--- src/rtl/diff_recover_pkg.sv ---
// Shared types and sizing helpers for the chunked subtract-with-borrow
// recovery datapath (sum - a, CHUNK_WIDTH bits per cycle).
package diff_recover_pkg;

  typedef enum logic [1:0] {
    ST_IDLE,
    ST_RUN,
    ST_DONE
  } state_t;

  // Number of slices needed to cover the (w+1)-bit sum.
  function automatic int unsigned calc_nchunk(input int unsigned w,
                                              input int unsigned cw);
    return (w + 1 + cw - 1) / cw;
  endfunction

endpackage

--- src/rtl/diff_recover_chunk.sv ---
// Combinational CHUNK-wide subtract-with-borrow: {bout, d} = x - y - bin.
module diff_chunk_sub #(
  parameter int unsigned WIDTH = 8
) (
  input  logic [WIDTH-1:0] x,
  input  logic [WIDTH-1:0] y,
  input  logic             bin,
  output logic [WIDTH-1:0] d,
  output logic             bout
);

  logic [WIDTH:0] res;

  always_comb begin
    res  = {1'b0, x} - {1'b0, y} - {{WIDTH{1'b0}}, bin};
    d    = res[WIDTH-1:0];
    bout = res[WIDTH];
  end

endmodule

--- src/rtl/diff_recover.sv ---
// Recovers addend b from an adder result: b = (sum - a)[W-1:0], processed
// one CHUNK_WIDTH slice per cycle through a single shared subtractor.
module diff_recover
  import diff_recover_pkg::*;
#(
  parameter int unsigned ADDER_WIDTH = 39,
  parameter int unsigned CHUNK_WIDTH = 8
) (
  input  logic                   clk,
  input  logic                   rst_n,
  input  logic                   in_valid,
  output logic                   in_ready,
  input  logic [ADDER_WIDTH:0]   sum,
  input  logic [ADDER_WIDTH-1:0] a,
  output logic                   out_valid,
  input  logic                   out_ready,
  output logic [ADDER_WIDTH-1:0] b,
  output logic                   err
);

  localparam int unsigned W      = ADDER_WIDTH;
  localparam int unsigned SW     = W + 1;
  localparam int unsigned NCHUNK = calc_nchunk(W, CHUNK_WIDTH);
  localparam int unsigned PW     = NCHUNK * CHUNK_WIDTH;
  localparam int unsigned CNTW   = (NCHUNK > 1) ? $clog2(NCHUNK) : 1;
  localparam logic [CNTW-1:0] CNT_LAST = CNTW'(NCHUNK - 1);

  state_t          state_q, state_d;
  logic [SW-1:0]   sum_q, sum_d;
  logic [W-1:0]    a_q, a_d;
  logic [SW-1:0]   diff_q, diff_d;
  logic            borrow_q, borrow_d;
  logic [CNTW-1:0] cnt_q, cnt_d;
  logic [W-1:0]    b_q, b_d;
  logic            err_q, err_d;

  logic [PW-1:0]          sum_pad, a_pad, diff_pad, slice_mask;
  logic [31:0]            shamt;
  logic [CHUNK_WIDTH-1:0] x_slice, y_slice, d_slice;
  logic                   bout;

  // Operands are zero-padded to a whole number of slices; the padding above
  // bit W is zero in both, so the slice borrow equals the borrow out of bit W.
  always_comb begin
    shamt      = 32'(cnt_q) * CHUNK_WIDTH;
    sum_pad    = PW'(sum_q);
    a_pad      = PW'(a_q);
    slice_mask = PW'({CHUNK_WIDTH{1'b1}});
    x_slice    = CHUNK_WIDTH'(sum_pad >> shamt);
    y_slice    = CHUNK_WIDTH'(a_pad >> shamt);
  end

  diff_chunk_sub #(
    .WIDTH (CHUNK_WIDTH)
  ) u_sub (
    .x    (x_slice),
    .y    (y_slice),
    .bin  (borrow_q),
    .d    (d_slice),
    .bout (bout)
  );

  always_comb begin
    state_d  = state_q;
    sum_d    = sum_q;
    a_d      = a_q;
    diff_d   = diff_q;
    borrow_d = borrow_q;
    cnt_d    = cnt_q;
    b_d      = b_q;
    err_d    = err_q;
    diff_pad = (PW'(diff_q) & ~(slice_mask << shamt)) | (PW'(d_slice) << shamt);

    unique case (state_q)
      ST_IDLE: begin
        if (in_valid) begin
          sum_d    = sum;
          a_d      = a;
          borrow_d = 1'b0;
          cnt_d    = '0;
          state_d  = ST_RUN;
        end
      end
      ST_RUN: begin
        diff_d   = diff_pad[SW-1:0];
        borrow_d = bout;
        if (cnt_q == CNT_LAST) begin
          b_d     = diff_d[W-1:0];
          err_d   = bout | diff_d[W];
          state_d = ST_DONE;
        end else begin
          cnt_d = cnt_q + 1'b1;
        end
      end
      ST_DONE: begin
        if (out_ready) begin
          state_d = ST_IDLE;
        end
      end
      default: state_d = ST_IDLE;
    endcase
  end

  always_ff @(posedge clk or negedge rst_n) begin
    if (!rst_n) begin
      state_q  <= ST_IDLE;
      sum_q    <= '0;
      a_q      <= '0;
      diff_q   <= '0;
      borrow_q <= 1'b0;
      cnt_q    <= '0;
      b_q      <= '0;
      err_q    <= 1'b0;
    end else begin
      state_q  <= state_d;
      sum_q    <= sum_d;
      a_q      <= a_d;
      diff_q   <= diff_d;
      borrow_q <= borrow_d;
      cnt_q    <= cnt_d;
      b_q      <= b_d;
      err_q    <= err_d;
    end
  end

  assign in_ready  = (state_q == ST_IDLE);
  assign out_valid = (state_q == ST_DONE);
  assign b         = b_q;
  assign err       = err_q;

endmodule

--- config.mk ---
export PLATFORM = sky130hd
export DESIGN_NAME = diff_recover
export DESIGN_NICKNAME = d
export VERILOG_FILES = /design/src/rtl/diff_recover_pkg.sv /design/src/rtl/diff_recover_chunk.sv /design/src/rtl/diff_recover.sv
export SDC_FILE = /design/constraint.sdc
export NUM_CORES = 1
export LEC_CHECK = 0
export BUFFER_PORTS_ARGS = -buffer_cell sky130_fd_sc_hd__buf_2
export CORE_UTILIZATION = 25
export CTS_CLUSTER_SIZE = 12
export DETAILED_ROUTE_END_ITERATION = 16
export PLACE_DENSITY = 0.51
export SETUP_SLACK_MARGIN = 0.5
export SLEW_MARGIN = 20
export SYNTH_ARGS = -nofsm -noshare
export SYNTH_HDL_FRONTEND = slang
export SYNTH_SLANG_ARGS = --single-unit
--- constraint.sdc ---
create_clock -name clk -period 7.9 [get_ports clk]
set_input_delay 1.58 -clock clk [delete_from_list [all_inputs] [get_ports clk]]
set_output_delay 1.58 -clock clk [all_outputs]
set_load 0.02 [all_outputs]
==> key figures <==
Run status
  – Status: complete, no violations

Layout
  – # fillers: 2932
  – Storage cell area: 3930 um^2
  – Share of cells above drive strength 1: 33.3%
  – Commonest non-fill, non-tap cells in the layout: dfrtp_1, buf_2, mux2_2
  – Area of the multi-input gates: 3040 um^2
  – Most common cell after layout, fill and taps aside: dfrtp_1
  – NumNets Final: 846
  – Area grow syn2layout: 22.9%

Clocking
  – Num CTS Buffers: 17
  – Clk Tree Root Cell: clkbuf_16
  – Clock Tree Buf Depth: 2
  – TritonCTS clock tree: done
  – Cts repair resizes: 0
  – CTS clk-pin slew, worst paths: 0.07 ns
  – Clock Latency Late Sink: 0.43 ns
  – Hold-fix buffers, CTS: 0
  – Clock sinks: 157
  – H-tree depth: 4
  – Post-CTS setup buffers: 0

STA
  – Clock skew: 0.0190 ns
  – Slew Limit Fails: 0
  – Hold Fails Final Rpt: 0
  – Fmax: 252 MHz
  – Measured slew at the worst slew-check pin: 1.06 ns
  – Post-layout min period: 3.97 ns
  – Slew headroom: 29.2%
  – Post-Route Setup TNS: 0 ns
  – Ratio of final minimum period to clock period: 50.2%
  – Setup violators final: 0
  – RSZ-0062 raised after global routing: no

Yosys
  – Avg Cell Area, Syn: 11.4 um^2
  – Synth async-reset ratio: 100%
  – Yosys warnings: 0
  – Seq/Total Area, Yosys: 54.7%
  – EDFF count, synth: 0
  – Yosys reg bits: 157
  – Post-synth net total: 730
  – Cell Area, Synth: 7190 um^2
  – Post-synthesis cell count: 628
  – Post-synth cell types: 45
  – Most common flop cell mapped by yosys: dfrtp_1

Worst setup path
  – R2r setup slk: 3.93 ns
  – Worst Path Required: 8.26 ns
  – Critical setup path kind: flop to flop
  – CP endpoint kind: flop
  – Crit-path max FO: 29
  – Critical Path Start Type: flop
  – Crit path DAT: 4.32 ns

Die
  – Die width: 172 um
  – IO Pins: 125
  – Die area: 29400 um^2
  – Die span in y: 172 um
  – Initial Util: 25.7%
  – CORE AREA: 28000 um^2
  – Row cnt: 61

Drt
  – Pre-antenna DRT Iters: 7
  – Via count: 5170
  – Routed Antenna Nets: 0
  – Vias/cell: 4.55
  – DRC violation count after routing: 0
  – Final WL: 19500 um
  – WL/cell: 17.2 um
  – Iter 0 DRT Violations: 332

Min path
  – Worst hold path type: flop to flop

Placed design
  – IO buf count: 124
  – DP Wirelength: 13900 um
  – Placer Congestion: 0.823

GRT
  – Global-route wire length before repair: 30700 um
  – Antenna violations before repair: 3
  – GRT overflow: 0
  – Vias in the first global route: 5233
  – Largest net degree at the start of global routing: 84
  – Tot GR Track Use: 14.0%

Flow run
  – Max Cap Viol: 0
## through the flow
step / instances / util [%] / setup WS (ns) / cell area (um^2) / hold slack, ns
floorplan: 628 / - / 4.62 / 7190 / 0.449
global placement: 1103 / 29.3 / 4.02 / 8200 / 0.445
detailed placement: 1103 / 29.3 / 3.91 / 8200 / 0.452
CTS: 1135 / 31.5 / 3.87 / 8820 / 0.467
global route: 1135 / 31.5 / 3.52 / 8820 / 0.494
finish: 1137 / 31.5 / 3.93 / 8830 / 0.461
## worst max-delay path: stages, from the launching register on
cell and delay [ns]:
dfrtp_1 0.33, buf_4 0.38, inv_1 0.30, nand2_1 0.43, nor2_1 0.09, a21oi_1 0.18, fa_1 0.24, inv_1 0.07
fa_1 0.45, a21boi_0 0.30, nor2_1 0.09, xnor2_1 0.70, a221oi_1 0.21, nor2_1 0.13
## state kept, by name, summed over array words and instances (netlist names)
signal,cells
state_q,2
borrow_q,1
cnt_q,3
sum_pad,40
err,1
diff_q,32
b,39
a_q,39
## layer usage
layer | vias to the layer above | wire length [um] | track usage (%)
met4 | 4 | 195 | 3.80
met3 | 16 | 1030 | 3.54
met1 | 2539 | 9350 | 19.2
met2 | 138 | 8910 | 21.8
met5 | - | 33 | 0
li1 | 2473 | - | -
## synth_stat cells, types with 2 or more instances
library cell  count  area (um^2)
a41oi_1           3         26.3
mux4_2            2         45.0
a22o_1           21          184
inv_1            19         71.3
dfrtp_1         157         3930
ha_1             17          213
a221oi_1          9         78.8
buf_2            14         70.1
a22oi_1           5         37.5
a21oi_1          21          105
nor2_1           44          165
clkbuf_1         19         71.3
mux2_2           79          890
and2_1            3         18.8
o21ai_0          32          160
a211o_1           2         17.5
nor3_1            7         35.0
nand3_1          24          120
mux2i_1          28          280
fa_1              2         40.0
and3_1            3         18.8
nand2b_1          3         18.8
o22ai_1           9         56.3
xnor2_1           4         35.0
o21ai_1           2         10.0
nand2_1          78          293
nor2b_1           3         18.8
## layout make-up
class / instances / area share, %
Antenna cell: 2 / 0.0567
Inverter: 19 / 0.808
Tap cell: 378 / 5.36
Multi-Input combinational cell: 417 / 34.4
Clock inverter: 15 / 2.28
Clock buffer: 17 / 4.82
Sequential cell: 157 / 44.5
Timing Repair Buffer: 132 / 7.78
## final timing paths
kind                       cells after the start                 start                      end
max                                           13  cnt_q[2]$_DFFE_PN0P_        b[12]$_DFFE_PN0P_
max reg2reg                                   13  cnt_q[2]$_DFFE_PN0P_        b[12]$_DFFE_PN0P_
min reg2reg                                    2      b[3]$_DFFE_PN0P_         b[3]$_DFFE_PN0P_
max in group asynchronous                      2                 rst_n  sum_pad[11]$_DFFE_PN0P_
min                                            2      b[3]$_DFFE_PN0P_         b[3]$_DFFE_PN0P_
min in group asynchronous                      1                 rst_n   state_q[1]$_DFFE_PN0P_
## cells by family (layout without fill, tap and decap cells)
group,after synthesis,count (layout),synth area share (%)
compound gates,113,113,10.8
simple gates,169,169,9.96
mux,111,111,17.3
xor+xnor,5,5,0.609
other cells,0,2,0
flops,157,157,54.7
buf+inv,54,183,3.12
fa+ha+maj,19,19,3.52
Power is not shown: default switching activity piles up to over one toggle a cycle in this logic, so the estimate is an artifact.
